[src/rtl/seq_divider.sv]
`default_nettype none
// ============================================================================
// Module      : seq_divider
// Description : Multicycle restoring divider (MIPS DIV, optional DIVU via
//               SEQ_DIVIDER_UNSIGNED_EN); quotient -> LO, remainder -> HI.
// Revision    : 1.0 - initial release
// ============================================================================
module seq_divider #(
  parameter int WIDTH = 32
) (
  input  logic             clk,
  input  logic             reset,
  input  logic             start,
  input  logic [WIDTH-1:0] a,
  input  logic [WIDTH-1:0] b,
`ifdef SEQ_DIVIDER_UNSIGNED_EN
  input  logic             is_unsigned,
`endif
  output logic [WIDTH-1:0] quotient,
  output logic [WIDTH-1:0] remainder,
  output logic             busy,
  output logic             done,
  output logic             div_by_zero
);

  localparam int              c_CW       = $clog2(WIDTH + 1);
  localparam logic [c_CW-1:0] c_CNT_INIT = c_CW'(WIDTH);
  localparam logic [c_CW-1:0] c_CNT_LAST = c_CW'(1);

  typedef enum logic [1:0] {
    S_IDLE = 2'd0,
    S_RUN  = 2'd1,
    S_FIX  = 2'd2,
    S_DONE = 2'd3
  } state_t;

  state_t            r_state;
  state_t            w_next;
  logic [c_CW-1:0]   r_count;
  logic [WIDTH-1:0]  r_dvd;
  logic [WIDTH-1:0]  r_rem;
  logic [WIDTH-1:0]  r_dvs;
  logic              r_sign_q;
  logic              r_sign_r;
  logic              r_dz;

  logic              w_uns;
  logic              w_b_zero;
  logic              w_a_neg;
  logic              w_b_neg;
  logic [WIDTH-1:0]  w_abs_a;
  logic [WIDTH-1:0]  w_abs_b;
  logic [WIDTH:0]    w_shift;
  logic [WIDTH:0]    w_diff;
  logic              w_ge;

`ifdef SEQ_DIVIDER_UNSIGNED_EN
  assign w_uns = is_unsigned;
`else
  assign w_uns = 1'b0;
`endif

  assign w_b_zero = (b == '0);
  assign w_a_neg  = ~w_uns & a[WIDTH-1];
  assign w_b_neg  = ~w_uns & b[WIDTH-1];
  assign w_abs_a  = w_a_neg ? -a : a;
  assign w_abs_b  = w_b_neg ? -b : b;

  // Partial remainder stays below the divisor, so bit WIDTH of the
  // difference is set exactly when the trial subtraction underflows.
  assign w_shift  = {r_rem, r_dvd[WIDTH-1]};
  assign w_diff   = w_shift - {1'b0, r_dvs};
  assign w_ge     = ~w_diff[WIDTH];

  assign busy     = (r_state == S_RUN) || (r_state == S_FIX);

  always_ff @(posedge clk) begin
    if (reset) begin
      r_state <= S_IDLE;
    end else begin
      r_state <= w_next;
    end
  end

  always_comb begin
    w_next = r_state;
    case (r_state)
      S_IDLE: begin
        if (start) begin
          w_next = w_b_zero ? S_DONE : S_RUN;
        end
      end
      S_RUN: begin
        if (r_count == c_CNT_LAST) begin
          w_next = S_FIX;
        end
      end
      S_FIX:   w_next = S_DONE;
      S_DONE:  w_next = S_IDLE;
      default: w_next = S_IDLE;
    endcase
  end

  always_ff @(posedge clk) begin
    if (reset) begin
      r_count     <= '0;
      r_dvd       <= '0;
      r_rem       <= '0;
      r_dvs       <= '0;
      r_sign_q    <= 1'b0;
      r_sign_r    <= 1'b0;
      r_dz        <= 1'b0;
      quotient    <= '0;
      remainder   <= '0;
      done        <= 1'b0;
      div_by_zero <= 1'b0;
    end else begin
      done        <= (r_state == S_DONE);
      div_by_zero <= (r_state == S_DONE) && r_dz;
      case (r_state)
        S_IDLE: begin
          if (start) begin
            r_dz <= w_b_zero;
            if (!w_b_zero) begin
              r_dvd    <= w_abs_a;
              r_dvs    <= w_abs_b;
              r_rem    <= '0;
              r_count  <= c_CNT_INIT;
              r_sign_q <= w_a_neg ^ w_b_neg;
              r_sign_r <= w_a_neg;
            end
          end
        end
        S_RUN: begin
          // Dividend bits shift out the top while quotient bits fill the bottom.
          r_rem   <= w_ge ? w_diff[WIDTH-1:0] : w_shift[WIDTH-1:0];
          r_dvd   <= {r_dvd[WIDTH-2:0], w_ge};
          r_count <= r_count - c_CNT_LAST;
        end
        S_FIX: begin
          quotient  <= r_sign_q ? -r_dvd : r_dvd;
          remainder <= r_sign_r ? -r_rem : r_rem;
        end
        default: begin
        end
      endcase
    end
  end

endmodule
`default_nettype wire

[config.mk]
export PLATFORM = sky130hd
export DESIGN_NAME = seq_divider
export DESIGN_NICKNAME = d
export VERILOG_FILES = /design/src/rtl/seq_divider.sv
export SDC_FILE = /design/constraint.sdc
export NUM_CORES = 1
export LEC_CHECK = 0
export CAP_MARGIN = 40
export CORE_MARGIN = 2
export CORE_UTILIZATION = 50
export DETAILED_ROUTE_END_ITERATION = 7
export GPL_ROUTABILITY_DRIVEN = 0
export GPL_TIMING_DRIVEN = 0
export HOLD_SLACK_MARGIN = 0.12
export PLACE_DENSITY = 0.75
export SETUP_SLACK_MARGIN = 0.15
export SLEW_MARGIN = 5
export SYNTH_ARGS = -nofsm -noshare
export SYNTH_HDL_FRONTEND = slang
export SYNTH_SLANG_ARGS = --single-unit
export TNS_END_PERCENT = 1
[constraint.sdc]
create_clock -name clk -period 6.6 [get_ports clk]
set_input_delay 1.65 -clock clk [delete_from_list [all_inputs] [get_ports clk]]
set_output_delay 1.65 -clock clk [all_outputs]
set_load 0.02 [all_outputs]
==> flow_summary.json <==
{
  "status": "finished, final reports clean",
  "tns_ps": 0,
  "drv_cap": 0,
  "core_area_um2": 21200,
  "cts_tree": "yes",
  "synth-simple-area-share": 0.192,
  "ctsResizeCount": 0,
  "synth_flop_cell": "dfxtp_1",
  "vias_per_cell": 5.84,
  "pwr-share-clk": 0.213,
  "grt_pass1_vias": 9710,
  "cts.path.max_buffers": 2,
  "clk_pin_slew_ps": 70,
  "worst_pin_slew_ps": 826,
  "p_int_mw": 2.77,
  "synth_top_area_cell": "dfxtp_1",
  "syn_avg_cell_area_um2": 8.03,
  "slew_headroom": 0.449,
  "yosysWarnings": 0,
  "end_kind": "flip-flop",
  "grt_pass1_wl_um": 49100,
  "synth_fa_ha_area_frac": 0.0514,
  "max_freq_ghz": 0.209,
  "crit_fanout": 10,
  "fin_crit_ps": 4780,
  "totalWireLength_um": 30800,
  "async_flop_share": 0,
  "skew_ps": 10.0,
  "ys_seq_elements": 173,
  "final_max_slew_viol_count": 0,
  "synthTopCellsByArea": "dfxtp_1, xor2_1, a211oi_1",
  "p_per_area_nw_per_um2": 363,
  "synthMuxAreaShare": 0.0362,
  "crit_arrival_ps": 5130,
  "cts_made_buffers": 17,
  "num_antenna_cells": 0,
  "place_hpwl_um": 23400,
  "drive_gt1_frac": 0.0488,
  "hold_violations": 0,
  "antenna_found_initial": 0,
  "grt.overflow.total": 0,
  "grtUsageTotal": 0.270,
  "holdBufCountCts": 0,
  "setup_viol": 0,
  "vdd_drop_max_mv": 0.241,
  "wl_per_cell_um": 17.2,
  "synth_compound_area_frac": 0.234,
  "switching_share": 0.417,
  "comb_power_share": 0.464,
  "ios": 134,
  "finalPower_mw": 4.75,
  "power_frac_seq": 0.323,
  "synth_top_family_by_area": "compound AO/OA/AOI/OAI gates",
  "synth_top_area_frac": 0.319,
  "drc_errors": 0,
  "vias": 10500,
  "period_share": 0.724,
  "crit_required_ps": 6950,
  "p_leak_nw": 5.06,
  "syn_to_final_growth_pct": 20.6,
  "fp-row-count": 53,
  "cts_root_buffer": "clkbuf_16",
  "synth-xor-area-share": 0.116,
  "synth_edf_count": 0,
  "rsz0062_at_grt": "no",
  "grt_max_degree": 17,
  "start_util": 0.513,
  "antenna_left": 0,
  "syn_nets": 1464,
  "ys_seq_area_frac": 0.319,
  "hold_class": "reg2reg",
  "cts.sinks": 173,
  "path_class": "in2reg",
  "clk_latency_ps": 440,
  "drt_iter0_markers": 1069,
  "fin_nets": 1614,
  "cp-start-kind": "input port",
  "synth_cells": 1353,
  "die_y_um": 151,
  "firstDrtPassIters": 5,
  "switching_power_mw": 1.98,
  "port_buffers": 131,
  "dieArea_um2": 22900,
  "htreeDepth": 4,
  "die_w_um": 151,
  "syn_area_um2": 10900,
  "postCtsSetupBuffers": 0,
  "synth.distinct_cells": 74
}
==> synthesized netlist by cell type, types with 12 or more instances <==
library cell  instances
dfxtp_1             173
clkbuf_1             57
or4_1                18
xor2_1               89
ha_1                 43
a211oi_1             97
o41ai_1              16
xnor2_1              55
nand3_1              20
nor3_1               27
a21o_1               12
or3_1                19
nor2_1              157
mux2i_1              37
a21oi_1              54
inv_1                62
nand2b_1             12
o31ai_1              37
nand2_1             128
o21ai_0              78
==> power groups by stage <==
stage	Combinational (mW)	Clock (mW)	Sequential (mW)
final	2.21	1.01	1.53
after global routing	2.43	1.06	1.56
after CTS	2.18	1.02	1.53
after detailed placement	2.16	0	1.55
after global placement	2.14	0	1.54
after floorplan	1.33	0	1.66
==> worst max-delay path, cell delays in order <==
cell,delay [ps]
clkdlybuf4s50_1,500
or4_1,590
or4_1,540
or4_4,500
o21bai_4,290
o21ai_1,170
buf_2,250
nor2_4,200
buf_4,240
nand2_1,90
o21ai_0,110
==> sequential cells by signal, summed over array words and instances, names as in the netlist <==
signal,cells
quotient,32
r_sign_r,1
remainder,32
r_state,2
r_dvs,32
r_dz,1
r_rem,32
r_count,6
r_sign_q,1
done,1
div_by_zero,1
r_dvd,32
==> metal layers <==
layer,global-route usage,share of wire,up-vias
met1,0.378,0.46,4847
met3,0.0611,0.081,50
li1,-,-,5151
met4,0.0827,0.020,0
met2,0.414,0.44,408
met5,0,0,-
==> through the flow <==
step | instances | hold WS [ps] | util | setup slack, ps | instance area, µm²
floorplan | 1353 | 427 | - | 2480 | 10900
global placement | 1759 | 437 | 0.592 | 1500 | 12500
finish | 1791 | 456 | 0.619 | 1820 | 13100
CTS | 1791 | 459 | 0.619 | 1900 | 13100
global route | 1791 | 489 | 0.619 | 1750 | 13100
detailed placement | 1759 | 450 | 0.592 | 1500 | 12500
==> layout make-up <==
cell class / count / area (µm²)
fill: 1872 / 8060
multi-input combinational: 1039 / 6830
tap: 275 / 344
timing repair buffer: 131 / 1310
clock inverter: 12 / 126
buffer: 78 / 327
inverter: 63 / 236
clock buffer: 20 / 457
sequential: 173 / 3460
==> cells in the final DEF (no fill, tap or decap), drive strengths merged, types with 7 or more instances in the layout <==
| master | Yosys | layout |
|---|---|---|
| a211oi | 98 | 98 |
| a21o | 12 | 12 |
| a21oi | 55 | 55 |
| a221oi | 8 | 8 |
| buf | 18 | 18 |
| clkbuf | 60 | 80 |
| clkdlybuf4s50 | 0 | 131 |
| dfxtp | 173 | 173 |
| ha | 43 | 43 |
| inv | 62 | 68 |
| mux2i | 37 | 37 |
| nand2 | 128 | 128 |
| nand2b | 12 | 12 |
| nand3 | 21 | 21 |
| nor2 | 160 | 160 |
| nor2b | 9 | 9 |
| nor3 | 28 | 28 |
| nor4 | 9 | 9 |
| o211ai | 8 | 8 |
| o21ai | 84 | 84 |
| o22ai | 8 | 8 |
| o31ai | 38 | 38 |
| o41ai | 16 | 16 |
| or2 | 7 | 7 |
| or3 | 20 | 20 |
| or4 | 22 | 22 |
| xnor2 | 55 | 55 |
| xor2 | 89 | 89 |
==> worst paths after layout <==
kind / cells past startpoint / slack, ps / endpoint / startpoint
worst min register to register: 2 / 460 / r_rem[31] / r_rem[31]
worst min-delay path: 2 / 460 / r_rem[31] / r_rem[31]
worst max-delay path: 11 / 1820 / r_rem[4] / b[10]
worst max register to register: 13 / 2630 / r_rem[4] / r_rem[0]
==> logic make-up after synthesis <==
logic type               after synthesis
buffers and inverters                141
multiplexers                          39
AO/OA/AOI/OAI                        373
flip-flops                           173
adder cells (fa/ha/maj)               44
XOR/XNOR                             144
AND/OR/NAND/NOR                      439
No activity file was read; power rests on OpenSTA's default activity.
